$ cat src/rtl/cmac_acc_pipe_pkg.sv
// Shared types and helpers for the complex multiply/accumulate pipe.
// Holds the mode enum, the default widths and the generic signed saturator.
package cmac_acc_pipe_pkg;

  typedef enum logic [1:0] {
    ModeMul  = 2'd0,
    ModeMac  = 2'd1,
    ModeAdd  = 2'd2,
    ModeRsvd = 2'd3
  } cmac_mode_e;

  localparam int unsigned DefDataWidth = 16;
  localparam int unsigned DefAccWidth  = 40;
  localparam int unsigned DefShiftW    = 5;
  localparam int unsigned DefProdWidth = 2 * DefDataWidth;
  localparam int unsigned DefSumWidth  = DefProdWidth + 1;

  // Widest value the saturator handles; every caller sign-extends into it.
  localparam int unsigned MaxW = 64;

  // Clamp v to the signed range of a w-bit value (w < MaxW); sat flags a clamp.
  function automatic logic signed [MaxW-1:0] sat_to_dw(input logic signed [MaxW-1:0] v,
                                                       input int unsigned w,
                                                       output logic sat);
    logic signed [MaxW-1:0] one, hi, lo, res;
    one = {{(MaxW-1){1'b0}}, 1'b1};
    hi  = (one << (w - 1)) - one;
    lo  = ~hi;
    sat = 1'b0;
    res = v;
    if (v > hi) begin
      res = hi;
      sat = 1'b1;
    end else if (v < lo) begin
      res = lo;
      sat = 1'b1;
    end
    return res;
  endfunction

endpackage

$ cat src/rtl/cmac_acc_pipe_if.sv
// Operation/result bundle of cmac_acc_pipe: the issuer drives the master side,
// the pipe sits on the slave side.
interface cmac_acc_pipe_if
  import cmac_acc_pipe_pkg::*;
#(
  parameter int unsigned DATA_WIDTH = DefDataWidth,
  parameter int unsigned SHIFT_W    = DefShiftW
);

  logic                    in_valid;
  cmac_mode_e              mode;
  logic                    acc_clr;
  logic [SHIFT_W-1:0]      shift;
  logic [2*DATA_WIDTH-1:0] opa;
  logic [2*DATA_WIDTH-1:0] opb;
  logic [2*DATA_WIDTH-1:0] opc;
  logic                    out_valid;
  logic [2*DATA_WIDTH-1:0] out_data;
  logic                    out_sat;
  logic                    acc_ovf;

  modport master (
    output in_valid, mode, acc_clr, shift, opa, opb, opc,
    input  out_valid, out_data, out_sat, acc_ovf
  );

  modport slave (
    input  in_valid, mode, acc_clr, shift, opa, opb, opc,
    output out_valid, out_data, out_sat, acc_ovf
  );

endinterface

$ cat src/rtl/cmac_acc_pipe_shift_sat.sv
// Wide signed value -> arithmetic right shift -> saturate to DATA_WIDTH, with flag.
// Define CMAC_ROUND_EN to round half toward +inf instead of truncating.
module cmac_acc_pipe_shift_sat
  import cmac_acc_pipe_pkg::*;
#(
  parameter int unsigned DATA_WIDTH = DefDataWidth,
  parameter int unsigned ACC_WIDTH  = DefAccWidth,
  parameter int unsigned SHIFT_W    = DefShiftW
) (
  input  logic signed [ACC_WIDTH-1:0] din,
  input  logic [SHIFT_W-1:0]          shift,
  output logic [DATA_WIDTH-1:0]       dout,
  output logic                        sat
);

  // One guard bit so the rounding increment cannot wrap the sign.
  localparam int unsigned ExtW = ACC_WIDTH + 1;

  logic signed [ExtW-1:0] ext;
  logic signed [ExtW-1:0] shifted;
`ifdef CMAC_ROUND_EN
  logic signed [ExtW-1:0] rnd;
`endif

  always_comb begin
    ext = {din[ACC_WIDTH-1], din};
`ifdef CMAC_ROUND_EN
    rnd = '0;
    if (shift != '0) begin
      rnd = {{(ExtW-1){1'b0}}, 1'b1} << (shift - 1'b1);
    end
    ext = ext + rnd;
`endif
    shifted = ext >>> shift;
    dout    = DATA_WIDTH'(sat_to_dw(MaxW'(shifted), DATA_WIDTH, sat));
  end

endmodule

$ cat src/rtl/cmac_acc_pipe.sv
// 3-stage signed complex MUL / MAC / ADD pipe with wide accumulator and output saturation.
// Rounding on the output shift is selected by CMAC_ROUND_EN (see cmac_acc_pipe_shift_sat).
module cmac_acc_pipe
  import cmac_acc_pipe_pkg::*;
#(
  parameter int unsigned DATA_WIDTH = DefDataWidth,
  parameter int unsigned ACC_WIDTH  = DefAccWidth,
  parameter int unsigned SHIFT_W    = DefShiftW
) (
  input logic           clk,
  input logic           rst_n,
  cmac_acc_pipe_if.slave bus
);

  localparam int unsigned ProdW = 2 * DATA_WIDTH;
  localparam int unsigned SumW  = ProdW + 1;
  localparam int unsigned AddW  = DATA_WIDTH + 1;

  logic signed [DATA_WIDTH-1:0] a_re, a_im, b_re, b_im, c_re, c_im;

  assign a_re = bus.opa[2*DATA_WIDTH-1:DATA_WIDTH];
  assign a_im = bus.opa[DATA_WIDTH-1:0];
  assign b_re = bus.opb[2*DATA_WIDTH-1:DATA_WIDTH];
  assign b_im = bus.opb[DATA_WIDTH-1:0];
  assign c_re = bus.opc[2*DATA_WIDTH-1:DATA_WIDTH];
  assign c_im = bus.opc[DATA_WIDTH-1:0];

  // Reserved mode is treated as a bubble from the very first stage.
  logic in_op;
  assign in_op = bus.in_valid && (bus.mode != ModeRsvd);

  // ---------------- Stage 1: partial products and ADD sums
  logic                    s1_valid_q;
  cmac_mode_e              s1_mode_q;
  logic                    s1_clr_q;
  logic [SHIFT_W-1:0]      s1_shift_q;
  logic signed [ProdW-1:0] s1_rr_q, s1_ii_q, s1_ri_q, s1_ir_q;
  logic signed [AddW-1:0]  s1_add_re_q, s1_add_im_q;

  always_ff @(posedge clk or negedge rst_n) begin
    if (!rst_n) begin
      s1_valid_q  <= 1'b0;
      s1_mode_q   <= ModeMul;
      s1_clr_q    <= 1'b0;
      s1_shift_q  <= '0;
      s1_rr_q     <= '0;
      s1_ii_q     <= '0;
      s1_ri_q     <= '0;
      s1_ir_q     <= '0;
      s1_add_re_q <= '0;
      s1_add_im_q <= '0;
    end else begin
      s1_valid_q  <= in_op;
      s1_mode_q   <= bus.mode;
      s1_clr_q    <= bus.acc_clr;
      s1_shift_q  <= bus.shift;
      s1_rr_q     <= ProdW'(a_re) * ProdW'(b_re);
      s1_ii_q     <= ProdW'(a_im) * ProdW'(b_im);
      s1_ri_q     <= ProdW'(a_re) * ProdW'(b_im);
      s1_ir_q     <= ProdW'(a_im) * ProdW'(b_re);
      s1_add_re_q <= AddW'(a_re) + AddW'(c_re);
      s1_add_im_q <= AddW'(a_im) + AddW'(c_im);
    end
  end

  // ---------------- Stage 2: complex combine and accumulate
  logic signed [SumW-1:0]      re, im;
  logic signed [ACC_WIDTH-1:0] acc_re_q, acc_im_q, acc_re_d, acc_im_d;
  logic signed [ACC_WIDTH-1:0] base_re, base_im;
  logic signed [ACC_WIDTH:0]   sum_re, sum_im;
  logic                        clamp_re, clamp_im;
  logic                        acc_ovf_q, acc_ovf_d;
  logic signed [ACC_WIDTH-1:0] s2_re_d, s2_im_d;
  logic [SHIFT_W-1:0]          s2_shift_d;

  always_comb begin
    re        = SumW'(s1_rr_q) - SumW'(s1_ii_q);
    im        = SumW'(s1_ri_q) + SumW'(s1_ir_q);
    base_re   = s1_clr_q ? '0 : acc_re_q;
    base_im   = s1_clr_q ? '0 : acc_im_q;
    sum_re    = (ACC_WIDTH + 1)'(base_re) + (ACC_WIDTH + 1)'(re);
    sum_im    = (ACC_WIDTH + 1)'(base_im) + (ACC_WIDTH + 1)'(im);
    clamp_re  = 1'b0;
    clamp_im  = 1'b0;
    acc_re_d  = acc_re_q;
    acc_im_d  = acc_im_q;
    acc_ovf_d = acc_ovf_q;
    if (s1_valid_q && (s1_mode_q == ModeMac)) begin
      acc_re_d  = ACC_WIDTH'(sat_to_dw(MaxW'(sum_re), ACC_WIDTH, clamp_re));
      acc_im_d  = ACC_WIDTH'(sat_to_dw(MaxW'(sum_im), ACC_WIDTH, clamp_im));
      acc_ovf_d = (acc_ovf_q & ~s1_clr_q) | clamp_re | clamp_im;
    end

    s2_shift_d = s1_shift_q;
    case (s1_mode_q)
      ModeMac: begin
        s2_re_d = acc_re_d;
        s2_im_d = acc_im_d;
      end
      ModeAdd: begin
        // ADD goes through the same saturator with no shift.
        s2_re_d    = ACC_WIDTH'(s1_add_re_q);
        s2_im_d    = ACC_WIDTH'(s1_add_im_q);
        s2_shift_d = '0;
      end
      default: begin
        s2_re_d = ACC_WIDTH'(re);
        s2_im_d = ACC_WIDTH'(im);
      end
    endcase
  end

  logic                        s2_valid_q;
  logic signed [ACC_WIDTH-1:0] s2_re_q, s2_im_q;
  logic [SHIFT_W-1:0]          s2_shift_q;

  always_ff @(posedge clk or negedge rst_n) begin
    if (!rst_n) begin
      acc_re_q   <= '0;
      acc_im_q   <= '0;
      acc_ovf_q  <= 1'b0;
      s2_valid_q <= 1'b0;
      s2_re_q    <= '0;
      s2_im_q    <= '0;
      s2_shift_q <= '0;
    end else begin
      acc_re_q   <= acc_re_d;
      acc_im_q   <= acc_im_d;
      acc_ovf_q  <= acc_ovf_d;
      s2_valid_q <= s1_valid_q;
      s2_re_q    <= s2_re_d;
      s2_im_q    <= s2_im_d;
      s2_shift_q <= s2_shift_d;
    end
  end

  // ---------------- Stage 3: shift, saturate, register outputs
  logic [DATA_WIDTH-1:0] res_re, res_im;
  logic                  sat_re, sat_im;

  cmac_acc_pipe_shift_sat #(
    .DATA_WIDTH (DATA_WIDTH),
    .ACC_WIDTH  (ACC_WIDTH),
    .SHIFT_W    (SHIFT_W)
  ) u_shift_sat_re (
    .din   (s2_re_q),
    .shift (s2_shift_q),
    .dout  (res_re),
    .sat   (sat_re)
  );

  cmac_acc_pipe_shift_sat #(
    .DATA_WIDTH (DATA_WIDTH),
    .ACC_WIDTH  (ACC_WIDTH),
    .SHIFT_W    (SHIFT_W)
  ) u_shift_sat_im (
    .din   (s2_im_q),
    .shift (s2_shift_q),
    .dout  (res_im),
    .sat   (sat_im)
  );

  logic                    out_valid_q;
  logic [2*DATA_WIDTH-1:0] out_data_q;
  logic                    out_sat_q;

  always_ff @(posedge clk or negedge rst_n) begin
    if (!rst_n) begin
      out_valid_q <= 1'b0;
      out_data_q  <= '0;
      out_sat_q   <= 1'b0;
    end else begin
      out_valid_q <= s2_valid_q;
      if (s2_valid_q) begin
        out_data_q <= {res_re, res_im};
        out_sat_q  <= sat_re | sat_im;
      end
    end
  end

  assign bus.out_valid = out_valid_q;
  assign bus.out_data  = out_data_q;
  assign bus.out_sat   = out_sat_q;
  assign bus.acc_ovf   = acc_ovf_q;

endmodule

$ cat src/flat_wrapper.sv
// flat-port wrapper written by rule: the top's interface ports become plain ports
module cmac_acc_pipe_flat import cmac_acc_pipe_pkg::*;
#(
  parameter int unsigned DATA_WIDTH = DefDataWidth,
  parameter int unsigned ACC_WIDTH  = DefAccWidth,
  parameter int unsigned SHIFT_W    = DefShiftW
)
  (clk, rst_n, bus_in_valid, bus_mode, bus_acc_clr, bus_shift, bus_opa, bus_opb, bus_opc, bus_out_valid, bus_out_data, bus_out_sat, bus_acc_ovf);
  cmac_acc_pipe_if #(.DATA_WIDTH(DATA_WIDTH), .SHIFT_W(SHIFT_W)) bus_i ();
  input logic clk;
  input logic rst_n;
  input wire logic [$bits(bus_i.in_valid)-1:0] bus_in_valid;
  input wire logic [$bits(bus_i.mode)-1:0] bus_mode;
  input wire logic [$bits(bus_i.acc_clr)-1:0] bus_acc_clr;
  input wire logic [$bits(bus_i.shift)-1:0] bus_shift;
  input wire logic [$bits(bus_i.opa)-1:0] bus_opa;
  input wire logic [$bits(bus_i.opb)-1:0] bus_opb;
  input wire logic [$bits(bus_i.opc)-1:0] bus_opc;
  output wire logic [$bits(bus_i.out_valid)-1:0] bus_out_valid;
  output wire logic [$bits(bus_i.out_data)-1:0] bus_out_data;
  output wire logic [$bits(bus_i.out_sat)-1:0] bus_out_sat;
  output wire logic [$bits(bus_i.acc_ovf)-1:0] bus_acc_ovf;
  assign bus_i.in_valid = bus_in_valid;
  assign bus_i.mode = bus_mode;
  assign bus_i.acc_clr = bus_acc_clr;
  assign bus_i.shift = bus_shift;
  assign bus_i.opa = bus_opa;
  assign bus_i.opb = bus_opb;
  assign bus_i.opc = bus_opc;
  assign bus_out_valid = bus_i.out_valid;
  assign bus_out_data = bus_i.out_data;
  assign bus_out_sat = bus_i.out_sat;
  assign bus_acc_ovf = bus_i.acc_ovf;
  cmac_acc_pipe #(.DATA_WIDTH(DATA_WIDTH), .ACC_WIDTH(ACC_WIDTH), .SHIFT_W(SHIFT_W)) u_core (.clk(clk), .rst_n(rst_n), .bus(bus_i));
endmodule
$ cat config.mk
export PLATFORM = sky130hd
export DESIGN_NAME = cmac_acc_pipe_flat
export DESIGN_NICKNAME = d
export VERILOG_FILES = /design/src/rtl/cmac_acc_pipe_pkg.sv /design/src/rtl/cmac_acc_pipe_if.sv /design/src/rtl/cmac_acc_pipe_shift_sat.sv /design/src/rtl/cmac_acc_pipe.sv /design/src/flat_wrapper.sv
export SDC_FILE = /design/constraint.sdc
export NUM_CORES = 2
export LEC_CHECK = 0
export ABC_AREA = 1
export BUFFER_PORTS_ARGS = -buffer_cell sky130_fd_sc_hd__buf_2
export CAP_MARGIN = 20
export CORE_MARGIN = 3
export CORE_UTILIZATION = 35
export CTS_CLUSTER_DIAMETER = 200
export DETAILED_ROUTE_END_ITERATION = 6
export PLACE_DENSITY_LB_ADDON = 0.05
export SYNTH_ARGS = -nofsm -noshare
export SYNTH_HDL_FRONTEND = slang
export SYNTH_HIERARCHICAL = 1
export SYNTH_SLANG_ARGS = --single-unit
export TNS_END_PERCENT = 30
$ cat constraint.sdc
create_clock -name clk -period 14.5 [get_ports clk]
set_clock_uncertainty 0.15 [all_clocks]
set_input_delay 3.625 -clock clk [delete_from_list [all_inputs] [get_ports clk]]
set_output_delay 3.625 -clock clk [all_outputs]
set_load 0.005 [all_outputs]
==> flow_metrics.tcl <==
set metrics [dict create \
    end_kind "flop" \
    netlist_instances 8611 \
    grt_first_pass_wirelength_um 353000 \
    drt_initial_violations 2987 \
    worst_hold_slack_ns 0.317 \
    min-delay-path-class "flop to flop" \
    synth_cell_type_count 59 \
    cts_max_level 2 \
    fp.dieH_um 443 \
    min_period_over_period 0.691 \
    grt-ovfl-total 0 \
    achievable-frequency_mhz 99.9 \
    cts_tree "yes" \
    slew_limit_fails 0 \
    slew-limit-headroom 0.288 \
    post_drt_via_cell_ratio 4.88 \
    yosysSeqAreaShare 0.140 \
    layout_setup_ws_ns 4.49 \
    grt_max_degree 144 \
    nNetsFinal 10200 \
    clock_sinks 372 \
    rsz0062_at_grt "false" \
    crit_type "input pin to flop" \
    pre_cts_ws_ns 3.89 \
    rows 159 \
    synth-edff-count 0 \
    final_setup_violation_count 0 \
    first_global_vias 57820 \
    quantity_of_hold_fixing_buffers_added_after_cts 0 \
    drcViolationCount 0 \
    yosysWarningCount 6 \
    synth_top_flop_cell "sky130_fd_sc_hd__dfrtp_1" \
    timing.final.hold_violations 0 \
    synth_seq_cells 372 \
    totalNegativeSetupSlack_ns 0 \
    area_growth_pct 7.15 \
    grt_util_all_layers 0.234 \
    syn_area_per_cell_um2 7.75 \
    area_of_the_mapped_netlist_mm2 0.0667 \
    worst_ep_required_time_ns 14.88 \
    initial_core_util 0.354 \
    cts.clk_slew.worst_paths_ns 0.07 \
    ctsLongestPathBuffers 3 \
    route.vias.total 54111 \
    die_x_um 443 \
    numCtsBuffers 50 \
    path_max_fanout 32 \
    cts_root_buffer "sky130_fd_sc_hd__clkbuf_16" \
    hpwl_um 178000 \
    first_pass_iters 6 \
    post-route-util 0.379 \
    transition_at_the_pin_with_the_smallest_max_transition_slack_ns 1.07 \
    cts.repair.resized 0 \
    crit_path_start_kind "input pin" \
    core_mm2 0.189 \
    design.portCount 142 \
    gp_routability_congestion 0.901 \
    status "finished clean" \
    wl_per_cell_um 20.4 \
    total_die_area_mm2 0.196 \
    synthesis.nets 10274 \
    postRouteWirelength_um 226000 \
    layout-drive-gt1-share 0.0526 \
    timing.critical_path.arrival_ns 10.39 \
    antenna_violations_before_repair 19 \
    period_needed_ns 10.01 \
    max_cap_viol_count 0 \
    clk_latency_worst_skew_pair_ns 0.65 \
    post_cts_buffers 0 \
    io_buffers 141 \
    ys_async_sr_fraction 1.00 \
    drt.antenna.violating_nets 0 \
]
## synth_stat cells, types with 4 or more instances
cell,number,area share
sky130_fd_sc_hd__nand2_1,2193,0.12
sky130_fd_sc_hd__inv_1,1914,0.11
sky130_fd_sc_hd__fa_1,1054,0.32
sky130_fd_sc_hd__ha_1,502,0.094
sky130_fd_sc_hd__nand3_1,472,0.035
sky130_fd_sc_hd__a21oi_1,449,0.034
sky130_fd_sc_hd__dfrtp_1,372,0.14
sky130_fd_sc_hd__nor2_1,359,0.020
sky130_fd_sc_hd__clkbuf_1,246,0.014
sky130_fd_sc_hd__xor2_1,179,0.024
sky130_fd_sc_hd__o21ai_0,170,0.013
sky130_fd_sc_hd__xnor2_1,129,0.017
sky130_fd_sc_hd__a21boi_0,86,0.0097
sky130_fd_sc_hd__buf_2,48,0.0036
sky130_fd_sc_hd__nand2_2,39,0.0037
sky130_fd_sc_hd__nand4_1,35,0.0033
sky130_fd_sc_hd__a31oi_1,32,0.0030
sky130_fd_sc_hd__mux2_2,32,0.0054
sky130_fd_sc_hd__o21ai_1,28,0.0021
sky130_fd_sc_hd__o21bai_1,25,0.0028
sky130_fd_sc_hd__buf_6,23,0.0039
sky130_fd_sc_hd__nor3_1,19,0.0014
sky130_fd_sc_hd__o211ai_1,18,0.0020
sky130_fd_sc_hd__buf_1,17,0.00096
sky130_fd_sc_hd__a21o_1,16,0.0018
sky130_fd_sc_hd__o21a_1,15,0.0017
sky130_fd_sc_hd__nand3_2,13,0.0020
sky130_fd_sc_hd__a21boi_1,11,0.0012
sky130_fd_sc_hd__buf_4,11,0.0012
sky130_fd_sc_hd__inv_2,11,0.00062
sky130_fd_sc_hd__nor4_1,9,0.00084
sky130_fd_sc_hd__o221ai_1,9,0.0012
sky130_fd_sc_hd__nor2_2,8,0.00075
sky130_fd_sc_hd__a22oi_1,7,0.00079
sky130_fd_sc_hd__mux2i_1,6,0.00090
sky130_fd_sc_hd__nand3b_1,6,0.00068
sky130_fd_sc_hd__a211oi_1,4,0.00045
sky130_fd_sc_hd__a21oi_2,4,0.00053
sky130_fd_sc_hd__nand2_4,4,0.00068
## layer usage
metal  vias to the layer above  part of all wire  global-route usage
met1                     27188              0.47               0.325
met2                      1000              0.48               0.403
met3                       184             0.031              0.0166
li1                      25731                 -                   -
met4                         8             0.020              0.0451
met5                         -           0.00023                   0
## through the flow
step,cell area (um^2),cells
after floorplan,66700,8611
after global placement,69600,10979
after detailed placement,69600,10979
after CTS,71400,11072
after global routing,71400,11075
final,71500,11080
## area by class of cell
type                            instances  area (um^2)
Fill cell                           20029       117000
Multi-Input combinational cell       5961        48600
Sequential cell                       372         9320
Inverter                             1931         7270
Tap cell                             2495         3120
Clock buffer                           64         1420
Timing Repair Buffer                  221         1340
Clock inverter                         29          424
Antenna cell                            7         17.5
## final timing paths
check	startpoint	end	slack, ns	cells past startpoint
worst min register to register	u_core/s1_valid_q$_DFF_PN0_	u_core/s2_valid_q$_DFF_PN0_	0.32	0
worst max-delay path	bus_opa[28]	u_core/s1_rr_q[28]$_DFF_PN0_	4.49	26
worst max register to register	u_core/s1_ii_q[2]$_DFF_PN0_	u_core/s2_re_q[27]$_DFF_PN0_	7.76	28
max in group asynchronous	rst_n	u_core/s1_rr_q[27]$_DFF_PN0_	9.25	3
min in group asynchronous	rst_n	u_core/s2_im_q[39]$_DFF_PN0_	2.79	1
worst min-delay path	u_core/s1_valid_q$_DFF_PN0_	u_core/s2_valid_q$_DFF_PN0_	0.32	0
## flip-flops by register name, indices dropped and copies added, names as in the netlist, 40 cells and up
register and flops:
u_core/s2_re_q 40, u_core/s2_im_q 40, u_core/acc_im_q 40, u_core/acc_re_q 40
## worst max-delay path, cell delays in order
cell	delay, ns
sky130_fd_sc_hd__buf_2	0.08
sky130_fd_sc_hd__buf_4	0.46
sky130_fd_sc_hd__nand2_1	0.16
sky130_fd_sc_hd__fa_1	0.57
sky130_fd_sc_hd__inv_1	0.06
sky130_fd_sc_hd__fa_1	0.53
sky130_fd_sc_hd__inv_1	0.05
sky130_fd_sc_hd__fa_1	0.49
sky130_fd_sc_hd__inv_1	0.05
sky130_fd_sc_hd__fa_1	0.52
sky130_fd_sc_hd__inv_1	0.05
sky130_fd_sc_hd__fa_1	0.48
sky130_fd_sc_hd__inv_1	0.05
sky130_fd_sc_hd__fa_1	0.43
sky130_fd_sc_hd__ha_1	0.35
sky130_fd_sc_hd__a21oi_1	0.23
sky130_fd_sc_hd__o21a_1	0.15
sky130_fd_sc_hd__a21boi_0	0.67
sky130_fd_sc_hd__o21ai_1	0.19
sky130_fd_sc_hd__a21boi_0	0.35
sky130_fd_sc_hd__o21ai_1	0.16
sky130_fd_sc_hd__a31oi_1	0.23
sky130_fd_sc_hd__o21ai_1	0.13
sky130_fd_sc_hd__nand2_1	0.08
sky130_fd_sc_hd__nand2_1	0.05
sky130_fd_sc_hd__xor2_1	0.14
## cells by family after synthesis
logic type,after synthesis,synth area share
compound gates,892,0.0765
xor+xnor,308,0.0404
fa+ha+maj,1556,0.411
buf+inv,2278,0.133
flops,372,0.140
mux,38,0.00630
simple gates,3167,0.194
## cell usage in the layout, fill, tap and decap left out, types with 19 or more instances in the layout
| master | count |
|---|---|
| sky130_fd_sc_hd__nand3_1 | 472 |
| sky130_fd_sc_hd__buf_2 | 140 |
| sky130_fd_sc_hd__nand4_1 | 35 |
| sky130_fd_sc_hd__a21oi_1 | 448 |
| sky130_fd_sc_hd__a31oi_1 | 32 |
| sky130_fd_sc_hd__nand2_1 | 2191 |
| sky130_fd_sc_hd__fa_1 | 1054 |
| sky130_fd_sc_hd__xnor2_1 | 129 |
| sky130_fd_sc_hd__o21bai_1 | 25 |
| sky130_fd_sc_hd__clkbuf_16 | 51 |
| sky130_fd_sc_hd__ha_1 | 500 |
| sky130_fd_sc_hd__xor2_1 | 179 |
| sky130_fd_sc_hd__inv_1 | 1914 |
| sky130_fd_sc_hd__a21boi_0 | 86 |
| sky130_fd_sc_hd__o21ai_0 | 170 |
| sky130_fd_sc_hd__nor3_1 | 19 |
| sky130_fd_sc_hd__nor2_1 | 359 |
| sky130_fd_sc_hd__dfrtp_1 | 367 |
| sky130_fd_sc_hd__buf_4 | 78 |
| sky130_fd_sc_hd__o21ai_1 | 28 |
| sky130_fd_sc_hd__mux2_2 | 32 |
| sky130_fd_sc_hd__nand2_2 | 40 |
Power is left out: the tool's default activity adds up to more than one toggle a clock period on the data nets, which glitch-free logic cannot reach.
